### config.mk
export PLATFORM = sky130hd
export DESIGN_NAME = dump_sm
export DESIGN_NICKNAME = d
export VERILOG_FILES = /design/src/rtl/dump_sm.sv
export SDC_FILE = /design/constraint.sdc
export NUM_CORES = 1
export LEC_CHECK = 0
export BUFFER_PORTS_ARGS = -buffer_cell sky130_fd_sc_hd__buf_4
export CORE_UTILIZATION = 44
export DETAILED_ROUTE_END_ITERATION = 10
export PLACE_DENSITY = 0.68
export SKIP_LAST_GASP = 1
export SLEW_MARGIN = 15
export SYNTH_ARGS = -nofsm -noshare
export SYNTH_HDL_FRONTEND = slang
export SYNTH_SLANG_ARGS = --single-unit
### constraint.sdc
create_clock -name clk -period 5.35 [get_ports clk]
set_input_delay 0.8025 -clock clk [delete_from_list [all_inputs] [get_ports clk]]
set_output_delay 0.8025 -clock clk [all_outputs]
set_load 0.03 [all_outputs]
### src/rtl/dump_sm.sv
// dump_sm: reads one capture-RAM channel from the trigger position onward and feeds each byte to the UART
module dump_sm #(
    parameter int ENTRIES = 384,
    parameter int AW = 9
) (
    input  logic          clk,
    input  logic          rst,
    input  logic          dump_req,
    input  logic [1:0]    dump_chan,
    input  logic [AW-1:0] trig_pos,
    input  logic [7:0]    read_data,
    input  logic          tx_done,
    output logic          dump_en,
    output logic [1:0]    ch_sel,
    output logic [AW-1:0] addr,
    output logic [7:0]    tx_data,
    output logic          tx_start,
    output logic          busy,
    output logic          dump_done,
    output logic          req_err
);
    localparam int W1 = AW + 1;
    localparam logic [AW:0] LAST = W1'(ENTRIES - 1);

    typedef enum logic [1:0] {IDLE, RD, LD, TX} state_t;

    state_t        state, state_n;
    logic [AW:0]   cnt, cnt_n;
    logic [1:0]    ch_sel_n;
    logic [AW-1:0] addr_n;
    logic [7:0]    tx_data_n;
    logic          tx_start_n, busy_n, dump_done_n, req_err_n;

    assign dump_en = state == RD;

    // state and registered outputs
    always_ff @(posedge clk) begin
        if (rst) begin
            state     <= IDLE;
            cnt       <= '0;
            ch_sel    <= '0;
            addr      <= '0;
            tx_data   <= '0;
            tx_start  <= 1'b0;
            busy      <= 1'b0;
            dump_done <= 1'b0;
            req_err   <= 1'b0;
        end else begin
            state     <= state_n;
            cnt       <= cnt_n;
            ch_sel    <= ch_sel_n;
            addr      <= addr_n;
            tx_data   <= tx_data_n;
            tx_start  <= tx_start_n;
            busy      <= busy_n;
            dump_done <= dump_done_n;
            req_err   <= req_err_n;
        end
    end

    // next state: accept request, read, load byte, wait for UART, advance with wrap
    always_comb begin
        state_n     = state;
        cnt_n       = cnt;
        ch_sel_n    = ch_sel;
        addr_n      = addr;
        tx_data_n   = tx_data;
        tx_start_n  = 1'b0;
        busy_n      = busy;
        dump_done_n = 1'b0;
        req_err_n   = 1'b0;
        case (state)
            IDLE: if (dump_req) begin
                if (dump_chan == 2'b11) begin
                    req_err_n = 1'b1;
                end else begin
                    ch_sel_n = dump_chan;
                    addr_n   = ({1'b0, trig_pos} <= LAST) ? trig_pos : '0;
                    cnt_n    = '0;
                    busy_n   = 1'b1;
                    state_n  = RD;
                end
            end
            RD: state_n = LD;
            LD: begin
                tx_data_n  = read_data;
                tx_start_n = 1'b1;
                state_n    = TX;
            end
            default: if (tx_done) begin
                if (cnt == LAST) begin
                    busy_n      = 1'b0;
                    dump_done_n = 1'b1;
                    state_n     = IDLE;
                end else begin
                    cnt_n   = cnt + 1'b1;
                    addr_n  = (addr == LAST[AW-1:0]) ? '0 : addr + 1'b1;
                    state_n = RD;
                end
            end
        endcase
    end
endmodule

== After elaboration in Yosys (flattened, before gate mapping) ==
Cells that the tools add are included.

* Register bits: 35
* Latch bits: 0
* RAM bits: 0
* ROM bits: 0
* Input bits: 23
* Output and inout port bits: 24
* Memories: 0

* Add/subtract/negate cells: 2
* Multiply operators: 0
* Divide/modulo/power cells: 0
* Order comparisons: 1
* Eq/ne operators: 8
* Shifts and indexed selects: 0
* Multiplexer cells: 25
* Bitwise gates (word level): 5
* Reductions and logical operators: 11

{| class="wikitable"
|+ Operators by type and width
! cell !! count
|-
| 9-bit two-way mux || 6
|-
| 10-bit two-way mux || 4
|-
| 10-bit one-hot mux with 2 select lines || 1
|-
| 9-bit one-hot mux with 2 select lines || 1
|-
| 10-bit by 1-bit adder with 10-bit output, second input constant || 1
|-
| 10-bit by 9-bit == test with 1-bit output, second input constant || 1
|-
| 5-bit AND reduction || 2
|-
| 9-bit by 1-bit adder with 9-bit output, second input constant || 1
|-
| 9-bit == test, second input constant || 1
|-
| 9-bit <= comparator, second input constant || 1
|-
| 1-bit two-way mux || 8
|-
| 2-bit two-way mux || 3
|-
| 2-bit one-hot mux with 3 select lines || 1
|-
| 3-bit AND reduction || 2
|-
| 1-bit NOT || 5
|-
| 5-bit OR reduction || 1
|-
| 2-bit == test, second input constant || 2
|-
| 2-bit != test, second input constant || 2
|-
| 2-bit nonzero test || 2
|-
| 4-bit nonzero test || 1
|-
| 3-bit OR reduction || 1
|-
| 2-bit by 1-bit == test with 1-bit output, second input constant || 1
|-
| 2-bit logical NOT || 1
|-
| 2-bit by 1-bit != test with 1-bit output, second input constant || 1
|-
| other kinds (2) || 2
|}

== Longest topological paths before layout ==
* Word-level depth: 5
* Gate-level depth with buffers: 9
* Depth with buffers taken out: 7

== Least setup slack after synthesis ==
No wires, ideal clock.

* Path type: input port to flip-flop
* Start: in tx_done
* End: reg addr[1]
* Setup time: 0.131 ns
* Data arrival time: 1.724 ns
* Required time: 5.219 ns
* Setup slack: 3.495 ns
* Stages on the path: 6
* Buffers on the path: 1
* Cells stage by stage: nor2b_1 > a31oi_1 > o31ai_4 > buf_6 > nor2_1 > nor3_2

* Cells in the longest elaborated chain, start to end: 2

{| class="wikitable"
|+ RTL lines
! element !! line !! text
|-
| from (decl) || 12 || <nowiki>input logic tx_done,</nowiki>
|-
| 2-bit nonzero test (no line) || -- ||
|-
| 5-bit AND reduction (no line) || -- ||
|-
| to (signal assigned) || 52 || <nowiki>addr <= addr_n;</nowiki>
|-
| to (decl) || 15 || <nowiki>output logic [AW-1:0] addr,</nowiki>
|}

No other way between the ends.
A chain may end at the register's enable or synchronous reset.

== Worst setup path in the final report ==
* Start: reg state[0]
* End: reg cnt[7]

* Cells in the longest elaborated chain, start to end: 4

{| class="wikitable"
|+ RTL lines
! element !! line !! text
|-
| from (decl) || 27 || <nowiki>state_t state, state_n;</nowiki>
|-
| from (signal assigned) || 49 || <nowiki>state <= state_n;</nowiki>
|-
| 2-bit by 1-bit == test with 1-bit output / 2-bit == test (equally long branches) || 72 || <nowiki>case (state)</nowiki>
|-
| 2-bit OR reduction (no line) || -- ||
|-
| 1-bit NOT (no line) || -- ||
|-
| 5-bit AND reduction (no line) || -- ||
|-
| to (signal assigned) || 50 || <nowiki>cnt <= cnt_n;</nowiki>
|-
| to (decl) || 28 || <nowiki>logic [AW:0] cnt, cnt_n;</nowiki>
|}

Several ways; a longest one is shown, not always the timed one.

==> results.txt <==
The total number of yosys warnings is 0. The weighted congestion at the end of routability-driven global placement came out at 0.774. The largest net degree at the start of global routing came out at 33. The worst setup path startpoint is state[0]$_SDFFE_PP0P_.

The area fraction in compound gates after synthesis came to 0.194. The synthesized-area fraction occupied by xor and xnor cells came out at 0.00482. After the last flow step, the layout net total stands at 280.

Counting flops with a built-in enable in the synthesized netlist gives 0. The via count of the first global-routing pass came out at 1,527. The power density relative to cell area is 514 mW/mm^2. Using the TritonRoute via totals, the vias-per-cell ratio works out to 5.53. For this run, the detailed router's first-pass iteration total came to 4. The synthesized-area fraction occupied by and/or/nand/nor cells came out at 0.266. The total number of vias is 1,671.

The floorplan step set the die height to 66.3 um. The worst register-to-register path ends at cnt[7]$_SDFFE_PP0P_. The hold path depth is 2.

The final max-slew violation count is 0. Measured against its own limit, the worst slew margin works out to 0.527. Of all nets on the critical path, the largest fanout is 22. The initial antenna violation count came out at 0.

The number of levels the H-tree was split into came out at 2. Of the cells placed in the final design, the portion with a size suffix greater than 1 is 0.282. Clock tree synthesis selected as its root buffer the cell clkbuf_8. The number of core rows is 23. The class of the most critical hold timing path is reg -> reg. The worst hold path begins at ch_sel[0]$_SDFFE_PP0P_. The combinational family with the most area after synthesis is simple AND/OR/NAND/NOR gates. The clock buffer count from CTS is 5. The library cell used most frequently in the layout, excluding fill and tap cells, is buf_4. Relative to the synthesized area, the layout overhead comes to 26.8%. The required time of the worst setup path came out at 5550 ps. When the netlist entered floorplanning its net count stood at 237. The arrival time of data at the critical path endpoint is 2750 ps. The total half-perimeter wirelength after legalization and detailed placement is 2920 um.

The synthesized cell area is 0.00182 mm^2. In the final timing run, aggregate negative setup slack is 0 ps. The first-pass GRT wire length is 6800 um.

The number of violations of the max-capacitance limit is 0. Measured in cells, the most critical reg-to-reg path has a length of 6. The critical path class is reg -> reg. The maximum clock path buffer count is 2. The post-cts hold buffer count is 0. In this run, synthesis produced a sequential element count of 35. The total I/O pin count is 47.

The tree built by TritonCTS fans out to 35 sinks. The detailed-route wire length per cell is 13.3 um. The total congestion overflow came out at 0.

The met1 usage in global routing is 0.249. In this run the register-to-register setup slack is 2800 ps. The slowest library cell on the worst path is o31ai_4. For this block, the initial DRC count from the detailed router was 84. The clock insertion delay at the later pin of the skew report came out at 290 ps. In the layout the commonest cells are buf_4 (46), dfxtp_1 (35), nor2_1 (29). The initial core utilization is 0.458. TritonCTS built the clock tree. The clock transition at the registers of the reported paths came out at 80 ps. For the pin with the worst max-slew slack, the measured transition is 710 ps.

The detailed-route wire length is 4010 um. The final critical-path required period is 2550 ps. Setup repair after global routing left no endpoint under its margin. The full die area came out at 0.00439 mm^2.

In this run the post-CTS setup repair buffer count came out at 0. The worst register-to-register path begins at state[0]$_SDFFE_PP0P_. The delay of the slowest critical-path stage is 630 ps. The post-synthesis async set-or-reset flop share is 0. The count of nets left with antenna violations after detail routing is 0. The count of endpoints failing hold in the final timing report came out at 0. STA classifies the critical path endpoint as a flip-flop.

The total global-route track usage is 0.201. The run finished with clean final reports. The final period utilization came out at 0.476.

The final antenna diode count is 0. The worst setup path is launched from a flip-flop. The worst slack at placement is 2820 ps.

The leakage power of the design is 0.000913 uW. The post-route worst setup slack is 2800 ps. Among all flip-flop cells after synthesis, the most frequent one is dfxtp_1. The adder-cell share of the synthesized area is 0.0413.

The peak-usage layer in the global routing report is met2. The horizontal die dimension came out at 66.3 um. For met2 alone, demand over resource in global routing was 0.334. The share of the Yosys chip area taken by registers is 0.385.

The synthesized netlist contains 56 unique library cells. The average footprint of a synthesized cell is 8.74 um^2. The post-synthesis instance total is 208. The critical path goes through inv_1 -> ha_1 -> a31oi_1 -> o31ai_4 -> a21oi_1 -> a311oi_1.

The portion of netlist area occupied by mux cells came out at 0.0668. The worst clock skew on the final layout is 5.84 ps. Setup violations remaining at the end of the flow were counted as 0. The global routing usage on met3 is 0.0569. The upper clock frequency limit came out at 0.392 GHz. Power comes to 1190 uW. Port buffering added 46 buffers. After detailed routing, the number of remaining DRC violations is 0.

The area inside the core boundary came out at 0.00397 mm^2. The worst IR drop on VDD came out at 0.261 mV. The count of instances resized after the clock tree is built came out at 0.

The path with the worst hold slack has its endpoint at ch_sel[0]$_SDFFE_PP0P_.
==> sequential cells by signal, indices dropped and copies added, names as in the netlist <==
name and cells:
tx_data 8, ch_sel 2, dump_done 1, busy 1
tx_start 1, cnt 10, req_err 1, addr 9
state 2
==> critical path: cells and delay by family (launching register included) <==
kind	cells	cell delay [ps]
buf+inv	1	90
fa+ha+maj	1	620
flops	1	340
compound gates	4	1410
==> kinds of logic after synthesis <==
group / count (synthesis)
AOI/OAI and AO/OA: 47
and+or+nand+nor: 92
adders and majority gates: 6
muxes: 12
buffers and inverters: 15
DFF: 35
xor gates and xnor gates: 1
==> Yosys cell counts (2+ instances only) <==
cell type  instances  area share
nor4_1             2      0.0069
o31ai_1            2      0.0083
buf_6              2       0.012
or3_1              3       0.010
ha_1               6       0.041
nor2b_1            5       0.017
o21ai_1            6       0.017
and3_1             3       0.010
a31o_2             2      0.0096
inv_1              4      0.0083
nor3b_2            2       0.014
dfxtp_1           35        0.39
buf_2              4       0.011
nand3_1            8       0.022
nor2_1            29       0.060
a31oi_1            5       0.017
nand2_1           14       0.029
nor3_1            10       0.028
a21oi_1           14       0.039
nand2b_1           2      0.0069
mux2i_1           11       0.061
nand4_1            3       0.010
clkbuf_1           3      0.0062
==> per-layer routing <==
layer,share of wire,up-vias
li1,-,841
met4,0.0067,0
met5,0,-
met3,0.058,3
met1,0.48,777
met2,0.46,50
==> worst max path at each step <==
stage | end | slack [ps] | cells past startpoint
finish | cnt[7]$_SDFFE_PP0P_ | 2800 | 6
global route | cnt[7]$_SDFFE_PP0P_ | 2630 | 6
CTS | cnt[7]$_SDFFE_PP0P_ | 2780 | 6
detailed placement | cnt[7]$_SDFFE_PP0P_ | 2820 | 6
global placement | cnt[7]$_SDFFE_PP0P_ | 2940 | 6
floorplan | addr[1]$_SDFFE_PP0P_ | 3500 | 6
==> where the power goes <==
| part | switching, uW | leakage (uW) | internal [uW] | total (uW) |
|---|---|---|---|---|
| Combinational | 343 | 0.000565 | 202 | 545 |
| Clock | 97.9 | 0.0000644 | 186 | 284 |
| Sequential | 48.7 | 0.000284 | 308 | 357 |
| Total | 490 | 0.000913 | 696 | 1190 |
==> layout make-up <==
| class | instances | area (um^2) |
|---|---|---|
| repair buffers | 46 | 345 |
| flip-flops and latches | 35 | 701 |
| clock buffers | 5 | 68.8 |
| clock inverters | 3 | 67.6 |
| inverters | 5 | 18.8 |
| fillers | 390 | 1670 |
| multi-input cells | 158 | 1040 |
| well taps | 50 | 62.6 |
==> metrics by stage <==
step / utilization / cell area (um^2) / std cells / hold slack [ps]
floorplan: - / 1820 / 208 / 455
global placement: 0.546 / 2170 / 294 / 478
detailed placement: 0.546 / 2170 / 294 / 480
CTS: 0.580 / 2300 / 302 / 494
global route: 0.580 / 2300 / 302 / 515
finish: 0.580 / 2300 / 302 / 493
Note: power is estimated with default switching activity, not from simulation.
